--- src/rtl/fft_pkg.sv ---
// Shared definitions for the radix-4 stage sequencer and its helpers.
package fft_pkg;

  localparam int unsigned FFT_LBL_W       = 11;
  localparam int unsigned FFT_DP_LAT      = 6;
  localparam int unsigned FFT_BANK_RD_LAT = 1;
  localparam int unsigned FFT_CNT_W       = 4;

  typedef enum logic [1:0] {
    IDLE  = 2'd0,
    ISSUE = 2'd1,
    DRAIN = 2'd2,
    DONE  = 2'd3
  } seq_state_t;

endpackage

--- src/rtl/fft_delay_line.sv ---
// Fixed-depth register pipeline; DEPTH of 0 degenerates to a wire.
module fft_delay_line #(
  parameter int unsigned DEPTH = 1,
  parameter int unsigned WIDTH = 1
) (
  input  logic             clk,
  input  logic             rst,
  input  logic [WIDTH-1:0] din,
  output logic [WIDTH-1:0] dout
);

  generate
    if (DEPTH == 0) begin : g_wire
      assign dout = din;
    end else begin : g_pipe
      logic [WIDTH-1:0] stage [DEPTH];

      // Shift din through DEPTH registers, cleared on reset.
      always_ff @(posedge clk or posedge rst) begin
        if (rst) begin
          for (int unsigned i = 0; i < DEPTH; i++) stage[i] <= '0;
        end else begin
          stage[0] <= din;
          for (int unsigned i = 1; i < DEPTH; i++) stage[i] <= stage[i-1];
        end
      end

      assign dout = stage[DEPTH-1];
    end
  endgenerate

endmodule

--- src/rtl/fft4_stage_sequencer.sv ---
// Sequences one twiddle-multiply pass: issues bank reads, aligns datapath
// valid/lable, checks returned index order and strobes write-back.
module fft4_stage_sequencer
  import fft_pkg::*;
#(
  parameter int unsigned LBL_W       = FFT_LBL_W,
  parameter int unsigned DP_LAT      = FFT_DP_LAT,
  parameter int unsigned BANK_RD_LAT = FFT_BANK_RD_LAT,
  parameter int unsigned CNT_W       = FFT_CNT_W
) (
  input  logic             clk,
  input  logic             rst,
  input  logic             start,
  input  logic [LBL_W:0]   cfg_groups,
  input  logic             hold,
  output logic             rd_en,
  output logic [LBL_W-1:0] rd_addr,
  output logic             dp_valid,
  output logic [LBL_W-1:0] dp_lable,
  input  logic             dp_ready,
  input  logic [LBL_W-1:0] dp_index,
  output logic             wr_en,
  output logic [LBL_W-1:0] wr_addr,
  output logic             busy,
  output logic             done,
  output logic             seq_err
);

  // Most groups that can legitimately be outstanding at once.
  localparam int unsigned INFL_CAP = DP_LAT + BANK_RD_LAT;

  seq_state_t       state;
  logic [LBL_W:0]   cfg_len;
  logic [LBL_W:0]   issue_cnt;
  logic [LBL_W:0]   ret_cnt;
  logic [LBL_W:0]   ret_next;
  logic [CNT_W-1:0] inflight;
  logic             armed;
  logic             ret_fire;
  logic             bad_ret;
  logic             last_issue;
  logic             accept;

  // rd_en is combinational on hold so an issue resumes in the cycle hold falls.
  assign rd_en      = (state == ISSUE) & ~hold;
  assign rd_addr    = issue_cnt[LBL_W-1:0];
  assign accept     = (state == IDLE) & start & (cfg_groups != '0);
  // Compare in LBL_W+1 bits so a full 2^LBL_W pass ends before issue_cnt wraps.
  assign last_issue = rd_en & (issue_cnt == cfg_len - 1'b1);

  assign ret_fire = dp_ready & busy;
  assign ret_next = ret_cnt + {{LBL_W{1'b0}}, ret_fire};
  assign wr_en    = ret_fire;
  assign wr_addr  = dp_index;

  // Stale readies right after reset are tolerated (armed=0); after a completed
  // pass an idle-time ready is a real protocol error.
  assign bad_ret = dp_ready &
                   ((busy & ((inflight == '0) | (dp_index != ret_cnt[LBL_W-1:0]))) |
                    (~busy & armed));

  fft_delay_line #(
    .DEPTH (BANK_RD_LAT),
    .WIDTH (LBL_W + 1)
  ) u_issue_align (
    .clk  (clk),
    .rst  (rst),
    .din  ({rd_en, rd_addr}),
    .dout ({dp_valid, dp_lable})
  );

  // Pass control FSM with registered busy/done and sticky error flag.
  always_ff @(posedge clk or posedge rst) begin
    if (rst) begin
      state     <= IDLE;
      cfg_len   <= '0;
      issue_cnt <= '0;
      ret_cnt   <= '0;
      busy      <= 1'b0;
      done      <= 1'b0;
      seq_err   <= 1'b0;
      armed     <= 1'b0;
    end else begin
      done <= 1'b0;
      if (bad_ret)  seq_err <= 1'b1;
      if (ret_fire) ret_cnt <= ret_next;
      unique case (state)
        IDLE: begin
          if (accept) begin
            cfg_len   <= cfg_groups;
            issue_cnt <= '0;
            ret_cnt   <= '0;
            seq_err   <= 1'b0;
            armed     <= 1'b0;
            busy      <= 1'b1;
            state     <= ISSUE;
          end
        end
        ISSUE: begin
          if (rd_en) begin
            issue_cnt <= issue_cnt + 1'b1;
            if (last_issue) state <= DRAIN;
          end
        end
        DRAIN: begin
          if (ret_next >= cfg_len) begin
            done  <= 1'b1;
            state <= DONE;
          end
        end
        DONE: begin
          busy  <= 1'b0;
          armed <= 1'b1;
          state <= IDLE;
        end
        default: state <= IDLE;
      endcase
    end
  end

  // Outstanding-group counter; simultaneous issue and return cancel out.
  always_ff @(posedge clk or posedge rst) begin
    if (rst) begin
      inflight <= '0;
    end else begin
      unique case ({rd_en, ret_fire && (inflight != '0)})
        2'b10:   if (inflight != CNT_W'(INFL_CAP)) inflight <= inflight + 1'b1;
        2'b01:   inflight <= inflight - 1'b1;
        default: inflight <= inflight;
      endcase
    end
  end

endmodule

--- config.mk ---
export PLATFORM = sky130hd
export DESIGN_NAME = fft4_stage_sequencer
export DESIGN_NICKNAME = d
export VERILOG_FILES = /design/src/rtl/fft_pkg.sv /design/src/rtl/fft_delay_line.sv /design/src/rtl/fft4_stage_sequencer.sv
export SDC_FILE = /design/constraint.sdc
export NUM_CORES = 1
export LEC_CHECK = 0
export BUFFER_PORTS_ARGS = -buffer_cell sky130_fd_sc_hd__buf_2
export CORE_MARGIN = 10
export CORE_UTILIZATION = 51
export CTS_CLUSTER_DIAMETER = 120
export DETAILED_ROUTE_END_ITERATION = 8
export PLACE_DENSITY_LB_ADDON = 0.2
export SKIP_CTS_REPAIR_TIMING = 1
export SLEW_MARGIN = 0
export SYNTH_ARGS = -nofsm -noshare
export SYNTH_HDL_FRONTEND = slang
export SYNTH_SLANG_ARGS = --single-unit
--- constraint.sdc ---
create_clock -name clk -period 3.4 [get_ports clk]
set_input_delay 0.68 -clock clk [delete_from_list [all_inputs] [get_ports clk]]
set_output_delay 0.68 -clock clk [all_outputs]
set_load 0.02 [all_outputs]
* Word level (Yosys, flattened, before mapping)
Index checks and enable logic that the tools add are counted.
** Storage, ports and cells
- Flip-flop bits (word level) :: 58
- Word-level logic and storage cells :: 76
- Bits of input ports :: 28
** Operators by class
- Add/sub/neg operators :: 5
- Bitwise operators :: 12
- Reductions and logical operators :: 13
- $lt $le $gt $ge :: 1
- Multiplexer cells :: 22
- Equal/unequal tests :: 13
** Operators with widths (count)
- $mux 12 :: 5
- $pmux 12 s2 :: 1
- $add 12x1->12 :: 1
- $add 12x1->12 const B :: 1
- $eq 12x12->1 :: 1
- $ge 12x12->1 :: 1
- $reduce_bool 12->1 :: 1
- $sub 12x1->12 const B :: 1
- $ne 11x11->1 :: 1
- $ne 2x2->1 const B :: 5
- $and 1x1->1 :: 8
- $mux 2 :: 4
- $pmux 2 s4 :: 1
- $pmux 4 s2 :: 1
- $mux 1 :: 7
- $eq 2x2->1 const B :: 3
- $reduce_and 2->1 :: 3
- $reduce_bool 2->1 :: 3
- $add 4x1->4 const B :: 1
- $eq 2x1->1 const B :: 2
- $logic_not 4->1 :: 1
- $mux 4 :: 1
- $ne 4x3->1 const B :: 1
- $pmux 1 s2 :: 2
- 8 further kinds :: 10

* Depth between registers and ports, before layout
Gate-level depths: netlist of run 1.
- Word-level depth :: 8
- Mapped depth :: 17

* Modules after synthesis
Synthesis of run 1 repeated with hierarchy kept, for this count alone.
** Second synthesis, totals
- Cell total of the unflattened synthesis :: 409
- Area, all modules :: 3748.6 um2
** By module, submodules not included
- fft4_stage_sequencer :: times used 1, area an instance 3444.6 um2, cells each 396
- fft_delay_line :: times used 1, area an instance 304.0 um2, cells each 13

* Worst setup path before layout of run 1
No wires, ideal clock.
- Kind :: input -> register
- Start :: input dp_ready
- End :: register state[1]
- Arrival time :: 3.551 ns
- Slack :: -0.279 ns
- Data required time :: 3.272 ns
- Stages :: 17
- Path buffers :: 1
- Path through :: nand2_1 -> clkbuf_1 -> inv_1 -> ha_1 -> nand3_1 -> nor2_1 -> nand3_1 -> nor2_1 -> xor2_1 -> ha_1 -> a21o_1 -> a21o_1 -> a21oi_1 -> o21ai_0 -> o21ai_0 -> a21oi_2 -> mux2_1
** Between the ends
- Cells in the longest elaborated chain, start to end :: 5
** Ends and longest elaborated chain
- start: declaration :: RTL line fft4_stage_sequencer.sv:20 : input logic dp_ready,
- $and 1x1->1 :: RTL line fft4_stage_sequencer.sv:51 : assign ret_fire = dp_ready & busy;
- via wr_en :: RTL line fft4_stage_sequencer.sv:22 : output logic wr_en,
- $add 12x1->12 :: RTL line fft4_stage_sequencer.sv:52 : assign ret_next = ret_cnt + {{LBL_W{1'b0}}, ret_fire};
- $ge 12x12->1 :: RTL line fft4_stage_sequencer.sv:106 : if (ret_next >= cfg_len) begin
- $ne 2x2->1 (no source line)
- $reduce_and 4->1 (no source line)
- end signal: assignment :: RTL line fft4_stage_sequencer.sv:108 : state <= DONE;
- end signal: assignment :: RTL line fft4_stage_sequencer.sv:114 : state <= IDLE;
- end signal: assignment :: RTL line fft4_stage_sequencer.sv:116 : default: state <= IDLE;
- end: declaration :: RTL line fft4_stage_sequencer.sv:32 : seq_state_t state;
The timed path passes the listed nets, and every way through them passes these cells.
A chain may end at the register's enable or synchronous reset.

* Final worst setup path of run 1
- Start :: register busy
- End :: register state[1]
** Between the ends
- Cells in the longest elaborated chain, start to end :: 5
** Ends and longest elaborated chain
- start: declaration :: RTL line fft4_stage_sequencer.sv:24 : output logic busy,
- start signal: assignment :: RTL line fft4_stage_sequencer.sv:79 : busy <= 1'b0;
- start signal: assignment :: RTL line fft4_stage_sequencer.sv:95 : busy <= 1'b1;
- start signal: assignment :: RTL line fft4_stage_sequencer.sv:112 : busy <= 1'b0;
- $and 1x1->1 :: RTL line fft4_stage_sequencer.sv:51
- $add 12x1->12 :: RTL line fft4_stage_sequencer.sv:52
- $ge 12x12->1 :: RTL line fft4_stage_sequencer.sv:106
- $ne 2x2->1 (no source line)
- $reduce_and 4->1 (no source line)
No other way between the ends.

==> impl_metrics.json, run 1 <==
{
  "cap_violations": 0,
  "p_seq_share_pct": 44.0,
  "die_y_microns": 105,
  "grt_usage_pct": 15.4,
  "relSlewSlack_pct": 51.4,
  "synth_fp_nets": 454,
  "clock.fmax_mhz": 315,
  "fin_crit_sh_pct": 93.4,
  "synth.avg_cell_area_sq_um": 9.11,
  "antenna_left": 0,
  "status": "finished clean",
  "dp_hpwl_microns": 6230,
  "critPathMaxFanout": 5,
  "clock_latency_ns": 0.34,
  "grt_use_met1_pct": 20.7,
  "fin_area_sq_um": 4180,
  "ys_warn_count": 0,
  "routed_wl_microns": 8260,
  "viasPerCell": 5.29,
  "ys_seq_area_share_pct": 39.6,
  "grtUsageMet3_pct": 4.12,
  "diodes": 0,
  "grt_pass1_vias": 2905,
  "placed_area_sq_um": 3960,
  "core_area_sq_um": 6870,
  "finish.utilization_pct": 60.8,
  "async_flop_share_pct": 100,
  "final_nets": 504,
  "netlist-cell-type-count": 42,
  "port_buffers": 66,
  "grt_max_degree": 59,
  "mostFrequentLayoutCell": "buf_2",
  "grt-busiest-layer": "met2",
  "p_sw_share_pct": 31.6,
  "cp.arrival_ns": 3.40,
  "tightestPinTransition_ns": 0.729,
  "ys_seq_elements": 58,
  "crit_required_ns": 3.62,
  "rsz0062_at_grt": "false",
  "drive_gt1_share_pct": 21.0,
  "grt_antenna_before_repair": 0,
  "grt_util_met2_pct": 23.5,
  "gp_congestion": 0.867,
  "dr.pass1.iters": 4,
  "grt_overflow_total": 0,
  "cts_tree": "done",
  "hold_path.class": "flop to flop",
  "grt_pass1_wl_microns": 14100,
  "hold_violations": 0,
  "area_growth_pct": 14.1,
  "dieArea_sq_um": 11000,
  "p_clk_share_pct": 36.3,
  "p_sw_uw": 629,
  "end_kind": "flop",
  "synth_edf_count": 0,
  "p_comb_share_pct": 19.7,
  "clkTransAtPathRegs_ns": 0.07,
  "routedWlPerCell_microns": 14.9,
  "route.detailed.drc": 0,
  "setup_viol": 0,
  "p_int_uw": 1360,
  "critPathLaunchType": "flop",
  "finalPower_uw": 1990,
  "ir_drop_mv": 0.181,
  "slew_violations": 0,
  "fillers": 598,
  "cts_root_buffer": "clkbuf_8",
  "period_needed_ns": 3.17,
  "clock_skew_ns": 0.00520,
  "clockBufferDepth": 2,
  "h-tree-depth": 3,
  "via_count": 2923,
  "p_per_area_nw_per_um2": 477,
  "fin_hold_ws_ns": 0.503,
  "tns_ns": 0,
  "reg2reg_slack_ns": 0.23,
  "io_pins": 67,
  "syn_inst": 402,
  "cts_buffers": 9,
  "drt-initial-drc-count": 118,
  "die_w_microns": 105,
  "mostFrequentLayoutCells": "buf_2, dfrtp_1, nand2_1",
  "crit_type": "flop to flop",
  "yosys_most_used_dff": "dfrtp_1",
  "syn-cell-area_sq_um": 3660,
  "core.rowCount": 30,
  "start_util_pct": 53.3,
  "leakagePower_uw": 0.00207,
  "cts_sinks": 58
}
state kept, by name (all words and copies together), names as in the netlist:
name	flops
seq_err	1
armed	1
state	2
u_issue_align.dout	12
busy	1
done	1
ret_cnt	12
issue_cnt	12
cfg_len	12
inflight	4
critical path: stages (launching register included):
cell and delay [ns]:
dfrtp_1 0.44, nand2_1 0.14, inv_4 0.09, ha_1 0.18, nand3_1 0.12, nor2_2 0.13
nand3_1 0.18, nor2_1 0.17, xor2_1 0.19, ha_1 0.28, a21o_1 0.16, a21o_1 0.16
a21oi_1 0.13, o21ai_1 0.12, o21ai_1 0.17, a21oi_2 0.07, mux2_1 0.32
metal layers:
layer / vias to the layer above / wire length, microns
li1: 1452 / -
met5: - / 0
met3: 9 / 391
met2: 63 / 3800
met1: 1399 / 3960
met4: 0 / 115
Yosys cell counts, types with 2 or more instances:
library cell / count / area [sq um]
nand2b_1: 4 / 25.0
nand2_1: 41 / 154
a21oi_1: 17 / 85.1
o21a_1: 2 / 15.0
o21ai_0: 35 / 175
nor4_1: 10 / 62.6
nand3b_1: 2 / 15.0
inv_1: 23 / 86.3
xnor2_1: 29 / 254
nor2b_1: 5 / 31.3
o2111ai_1: 3 / 26.3
nor2_1: 28 / 105
clkbuf_1: 13 / 48.8
nor3_1: 6 / 30.0
nand3_1: 10 / 50.1
or3_1: 9 / 56.3
a21boi_0: 3 / 22.5
mux2i_1: 2 / 20.0
and3_1: 5 / 31.3
dfrtp_1: 58 / 1450
nand4_1: 8 / 50.1
ha_1: 23 / 288
a21o_1: 4 / 30.0
xor2_1: 22 / 193
buf_4: 22 / 165
nor3b_1: 2 / 15.0
logic make-up after synthesis:
| kind of cell | share of synthesized area [%] |
|---|---|
| buffers and inverters | 8.51 |
| multiplexers | 0.854 |
| XOR/XNOR | 12.2 |
| flip-flops | 39.6 |
| AND/OR/NAND/NOR | 19.1 |
| adder cells (fa/ha/maj) | 8.41 |
| AO/OA/AOI/OAI | 11.3 |
stage by stage:
step	worst slack, ns	std cells
2_1_floorplan	0.00217	402
3_3_place_gp	0.0515	537
3_5_place_dp	-0.124	537
4_1_cts	0.150	553
5_1_grt	0.00698	553
6_report	0.226	553
power by group through the flow:
stage	registers, uW	clock network [uW]	logic [uW]
4_1_cts	874	730	400
3_3_place_gp	883	0	387
3_5_place_dp	886	0	399
5_1_grt	893	770	438
6_report	877	723	392
2_1_floorplan	891	0	294
path summary, 6_finish.rpt:
path | start | endpoint | depth (start not counted)
setup reg to reg | busy | state[1] | 16
max in group asynchronous | rst | ret_cnt[5] | 3
hold reg to reg | issue_cnt[10] | u_issue_align.dout[10] | 0
hold / removal | issue_cnt[10] | u_issue_align.dout[10] | 0
setup / recovery | busy | state[1] | 16
min in group asynchronous | rst | u_issue_align.dout[9] | 3
area by class of cell:
class                      instances  area (sq um)  area share [%]
clock inverter                     5          77.6            1.86
multi-input combinational        285          1900            45.5
tap                               96           120            2.88
sequential                        58          1450            34.7
timing repair buffer              75           398            9.52
clock buffer                      11           141            3.38
inverter                          23          88.8            2.13
Note: power is estimated with default switching activity, not from simulation.
==> run 2, diff against run 1 <==
GPL_TIMING_DRIVEN = 0   (was not set)
==> run 2 against run 1 <==
Against the previous run: total power rose by 2.5%; via count rose by 4.2%; combinational power rose by 16%; wire length rose by 6.4%; critical path type is now input port to flop; largest cell class unchanged.
==> impl_metrics.json, run 2 (same netlist as run 1, synthesis figures left out) <==
{
  "status": "finished clean",
  "via_count": 3046,
  "route.detailed.drc": 0,
  "crit_required_ns": 3.63,
  "dp_hpwl_microns": 6560,
  "leakagePower_uw": 0.00221,
  "cap_violations": 0,
  "grt_pass1_wl_microns": 14700,
  "finalPower_uw": 2040,
  "grtUsageMet3_pct": 5.59,
  "port_buffers": 66,
  "post-place-cells": 565,
  "core.rowCount": 30,
  "io_pins": 67,
  "critPathLaunchType": "input port",
  "fin_hold_ws_ns": 0.405,
  "start_util_pct": 53.3,
  "cts_sinks": 58,
  "fillers": 590,
  "gp_congestion": 0.919,
  "fin_crit_sh_pct": 97.2,
  "core_area_sq_um": 6870,
  "routedWlPerCell_microns": 14.9,
  "ir_drop_mv": 0.206,
  "grt_max_degree": 32,
  "multi_input_area_sq_um": 1960,
  "dp_slack_ns": -0.553,
  "cp.arrival_ns": 3.53,
  "critPathMaxFanout": 10,
  "cp_common_cell": "a21o_1",
  "die_y_microns": 105,
  "relSlewSlack_pct": 59.1,
  "mostFrequentLayoutCell": "buf_2",
  "dieArea_sq_um": 11000,
  "worstPathCellList": "buf_2 > nand2_1 > buf_4 > inv_4 > ha_4 > nand3_4 > nor2_4 > nand3_2 > nor2_2 > xor2_2 > ha_1 > a21o_1 > a21o_1 > a21oi_1 > o21ai_2 > o21ai_1 > a21oi_2 > mux2_1",
  "grt_use_met1_pct": 19.8,
  "diodes": 0,
  "grt_antenna_before_repair": 0,
  "hold_violations": 0,
  "crit_type": "input port to flop",
  "final_nets": 539,
  "end_kind": "flop",
  "setup_slack_ns": 0.0943,
  "slew_violations": 0,
  "critPathSlowestCell": "mux2_1",
  "p_per_area_nw_per_um2": 457,
  "setup_viol": 0,
  "h-tree-depth": 3,
  "grt_overflow_total": 0,
  "cts_root_buffer": "clkbuf_8",
  "period_needed_ns": 3.31,
  "clock.fmax_mhz": 303,
  "cts_buffers": 9,
  "routed_wl_microns": 8790,
  "clock_latency_ns": 0.34,
  "grt_util_met2_pct": 25.4,
  "cts_tree": "done",
  "viasPerCell": 5.18,
  "tightestPinTransition_ns": 0.613,
  "antenna_left": 0,
  "hold_path.class": "input port to async pin",
  "grt_usage_pct": 15.8,
  "drt-initial-drc-count": 117,
  "grt_pass1_vias": 3088,
  "mostFrequentLayoutCells": "buf_2, dfrtp_1, nand2_1",
  "dr.pass1.iters": 4,
  "die_w_microns": 105,
  "clockBufferDepth": 2,
  "grt-busiest-layer": "met2",
  "clkTransAtPathRegs_ns": 0.07,
  "finish.utilization_pct": 65.1,
  "area_growth_pct": 22.1,
  "seq_area_sq_um": 1450,
  "drive_gt1_share_pct": 26.0,
  "clock_skew_ns": 0.00995,
  "slowest_delay_ns": 0.32,
  "fin_cells": 588,
  "reg2reg_depth": 17
}
run 2: cell count changes in the layout (fill, tap and decap cells not counted), sizes merged:
cell    before  now
buf         75   98
clkbuf      11   23
run 2: per-stage QoR:
step / TNS (ns) / instance area [sq um]
4_1_cts: -0.451 / 4360
6_report: 0 / 4470
3_5_place_dp: -1.03 / 4140
3_3_place_gp: -0.925 / 4120
5_1_grt: -0.00390 / 4470
2_1_floorplan: 0 / 3670
run 2: where the power goes:
group | total, uW | leakage (uW) | switching (uW) | internal, uW
combinational | 455 | 0.00140 | 250 | 204
sequential | 865 | 0.000700 | 93.8 | 771
clock | 722 | 0.000109 | 292 | 431
total | 2040 | 0.00221 | 636 | 1410
run 2: cell type report:
type / count / area share (%)
repair buffers: 74 / 9.01
multi-input cells: 285 / 43.8
clock buffers: 11 / 3.16
inverters: 23 / 1.99
well taps: 96 / 2.69
clock inverters: 5 / 1.74
flip-flops and latches: 58 / 32.5
plain buffers: 36 / 5.12
run 2: worst paths after layout:
check	from	to	slack, ns
max	dp_ready	state[1]	0.09
min	rst	issue_cnt[3]	0.41
max reg2reg	busy	state[1]	0.13
min reg2reg	issue_cnt[2]	u_issue_align.dout[2]	0.41
max in group asynchronous	rst	busy	2.39
min in group clk	issue_cnt[2]	u_issue_align.dout[2]	0.41
run 2: metal layers:
metal | wire, microns | vias to the layer above
met1 | 3980 | 1437
met3 | 494 | 9
met4 | 89 | 0
li1 | - | 1526
met5 | 0 | -
met2 | 4230 | 74
run 2: critical path: cells and delay by family:
family                     cells  cell delay, ns
and+or+nand+nor                5            0.64
AOI/OAI and AO/OA              6            0.89
muxes                          1            0.32
adders and majority gates      2            0.45
buffers and inverters          3            0.38
xor gates and xnor gates       1            0.18
==> run 3, diff against run 2 <==
SETUP_SLACK_MARGIN = 0.5   (was not set)
==> run 3 against run 2 <==
Against the previous run: wire length is 0.16% higher; non-clock buffer count is 4 higher; sequential power hardly changed; die area stayed put; worst hold slack worse by 0.032 ns; cell area is 2.2% higher; cell count is 0.68% higher; critical path type is now flop to flop; largest power group unchanged.
==> impl_metrics.json, run 3 (same netlist as run 1, synthesis figures left out) <==
{
  "clock.fmax_mhz": 323,
  "period_needed_ns": 3.10,
  "routed_wl_microns": 8800,
  "mostFrequentLayoutCell": "buf_2",
  "drive_gt1_share_pct": 28.0,
  "grt_pass1_vias": 3153,
  "clkTransAtPathRegs_ns": 0.07,
  "slew_violations": 0,
  "hold_path.class": "input port to async pin",
  "crit_required_ns": 3.63,
  "clock_skew_ns": 0.00720,
  "setup_slack_ns": 0.303,
  "dieArea_sq_um": 11000,
  "cp.arrival_ns": 3.32,
  "area_growth_pct": 24.8,
  "cts_tree": "done",
  "fillers": 579,
  "core_area_sq_um": 6870,
  "fin_cells": 592,
  "placed_area_sq_um": 4220,
  "die_w_microns": 105,
  "io_pins": 67,
  "end_kind": "flop",
  "start_util_pct": 53.3,
  "via_count": 3112,
  "route.detailed.drc": 0,
  "status": "finished clean",
  "dp_slack_ns": -0.244,
  "grt_usage_pct": 15.7,
  "critPathLaunchType": "flop",
  "p_per_area_nw_per_um2": 432,
  "final_nets": 543,
  "post-place-cells": 565,
  "fin_crit_sh_pct": 91.1,
  "gp_congestion": 0.900,
  "critPathMaxFanout": 7,
  "tightestPinTransition_ns": 0.636,
  "fin_area_sq_um": 4570,
  "antenna_left": 0,
  "grt_pass1_wl_microns": 14500,
  "h-tree-depth": 3,
  "routedWlPerCell_microns": 14.9,
  "core.rowCount": 30,
  "dp_hpwl_microns": 6560,
  "hold_violations": 0,
  "relSlewSlack_pct": 57.2,
  "cap_violations": 0,
  "rsz0062_at_grt": "true",
  "drt-initial-drc-count": 81,
  "clockBufferDepth": 2,
  "cts_root_buffer": "clkbuf_8",
  "grt_overflow_total": 0,
  "mostFrequentLayoutCells": "buf_2, dfrtp_1, nand2_1",
  "leakagePower_uw": 0.00224,
  "viasPerCell": 5.26,
  "cts_buffers": 9,
  "dr.pass1.iters": 4,
  "grt_max_degree": 35,
  "grt_antenna_before_repair": 0,
  "clock_latency_ns": 0.34,
  "crit_type": "flop to flop",
  "diodes": 0,
  "die_y_microns": 105,
  "port_buffers": 66,
  "cts_sinks": 58,
  "ir_drop_mv": 0.190,
  "setup_viol": 0,
  "fin_hold_ws_ns": 0.373
}
[run 3: layout make-up]
class | count | area, sq um | share of cell area, %
Inverter | 23 | 98.8 | 2.16
Clock inverter | 7 | 70.1 | 1.53
Timing Repair Buffer | 78 | 435 | 9.53
Sequential cell | 58 | 1450 | 31.8
Buffer | 36 | 246 | 5.40
Clock buffer | 9 | 124 | 2.71
Tap cell | 96 | 120 | 2.63
Multi-Input combinational cell | 285 | 2020 | 44.2
[run 3: routing by layer]
metal  share of wire, %  up-vias  GRT usage (%)
met5                  0        -              0
met4                2.5        0           6.96
met3                5.7       16           4.55
met2                 48       81           26.3
met1                 44     1480           18.1
li1                   -     1535              -
[run 3: power by group]
| group | leakage, uW | switching, uW | total [uW] | internal (uW) |
|---|---|---|---|---|
| Combinational | 0.00146 | 260 | 466 | 206 |
| Sequential | 0.000700 | 91.1 | 862 | 771 |
| Clock | 0.0000873 | 308 | 643 | 335 |
[run 3: metrics by stage]
step	util (%)	setup TNS (ns)	total power (uW)
2_1_floorplan	-	0	1180
3_3_place_gp	61.2	-0.265	1310
3_5_place_dp	61.5	-0.324	1350
4_1_cts	64.3	0	1980
5_1_grt	66.5	0	2070
6_report	66.5	0	1970
[run 3: worst paths after layout]
check	end	slack [ns]	from	cells after the start
worst max-delay path	state[1]	0.30	busy	16
worst min-delay path	issue_cnt[5]	0.37	rst	2
worst max register to register	state[1]	0.30	busy	16
worst min register to register	u_issue_align.dout[2]	0.41	issue_cnt[2]	0
max in group asynchronous	busy	2.44	rst	3
min in group clk	u_issue_align.dout[2]	0.41	issue_cnt[2]	0
[run 3: worst max-delay path: stages (launching register included)]
cell	delay [ns]
dfrtp_2	0.45
nand2_8	0.06
clkbuf_16	0.16
inv_12	0.06
ha_4	0.15
nand3_4	0.09
nor2_4	0.18
nand3_4	0.12
xnor2_2	0.17
ha_1	0.32
nand2_2	0.08
nor4_4	0.28
a21oi_2	0.09
o21ai_2	0.18
o21ai_1	0.10
a21oi_2	0.17
mux2_4	0.32
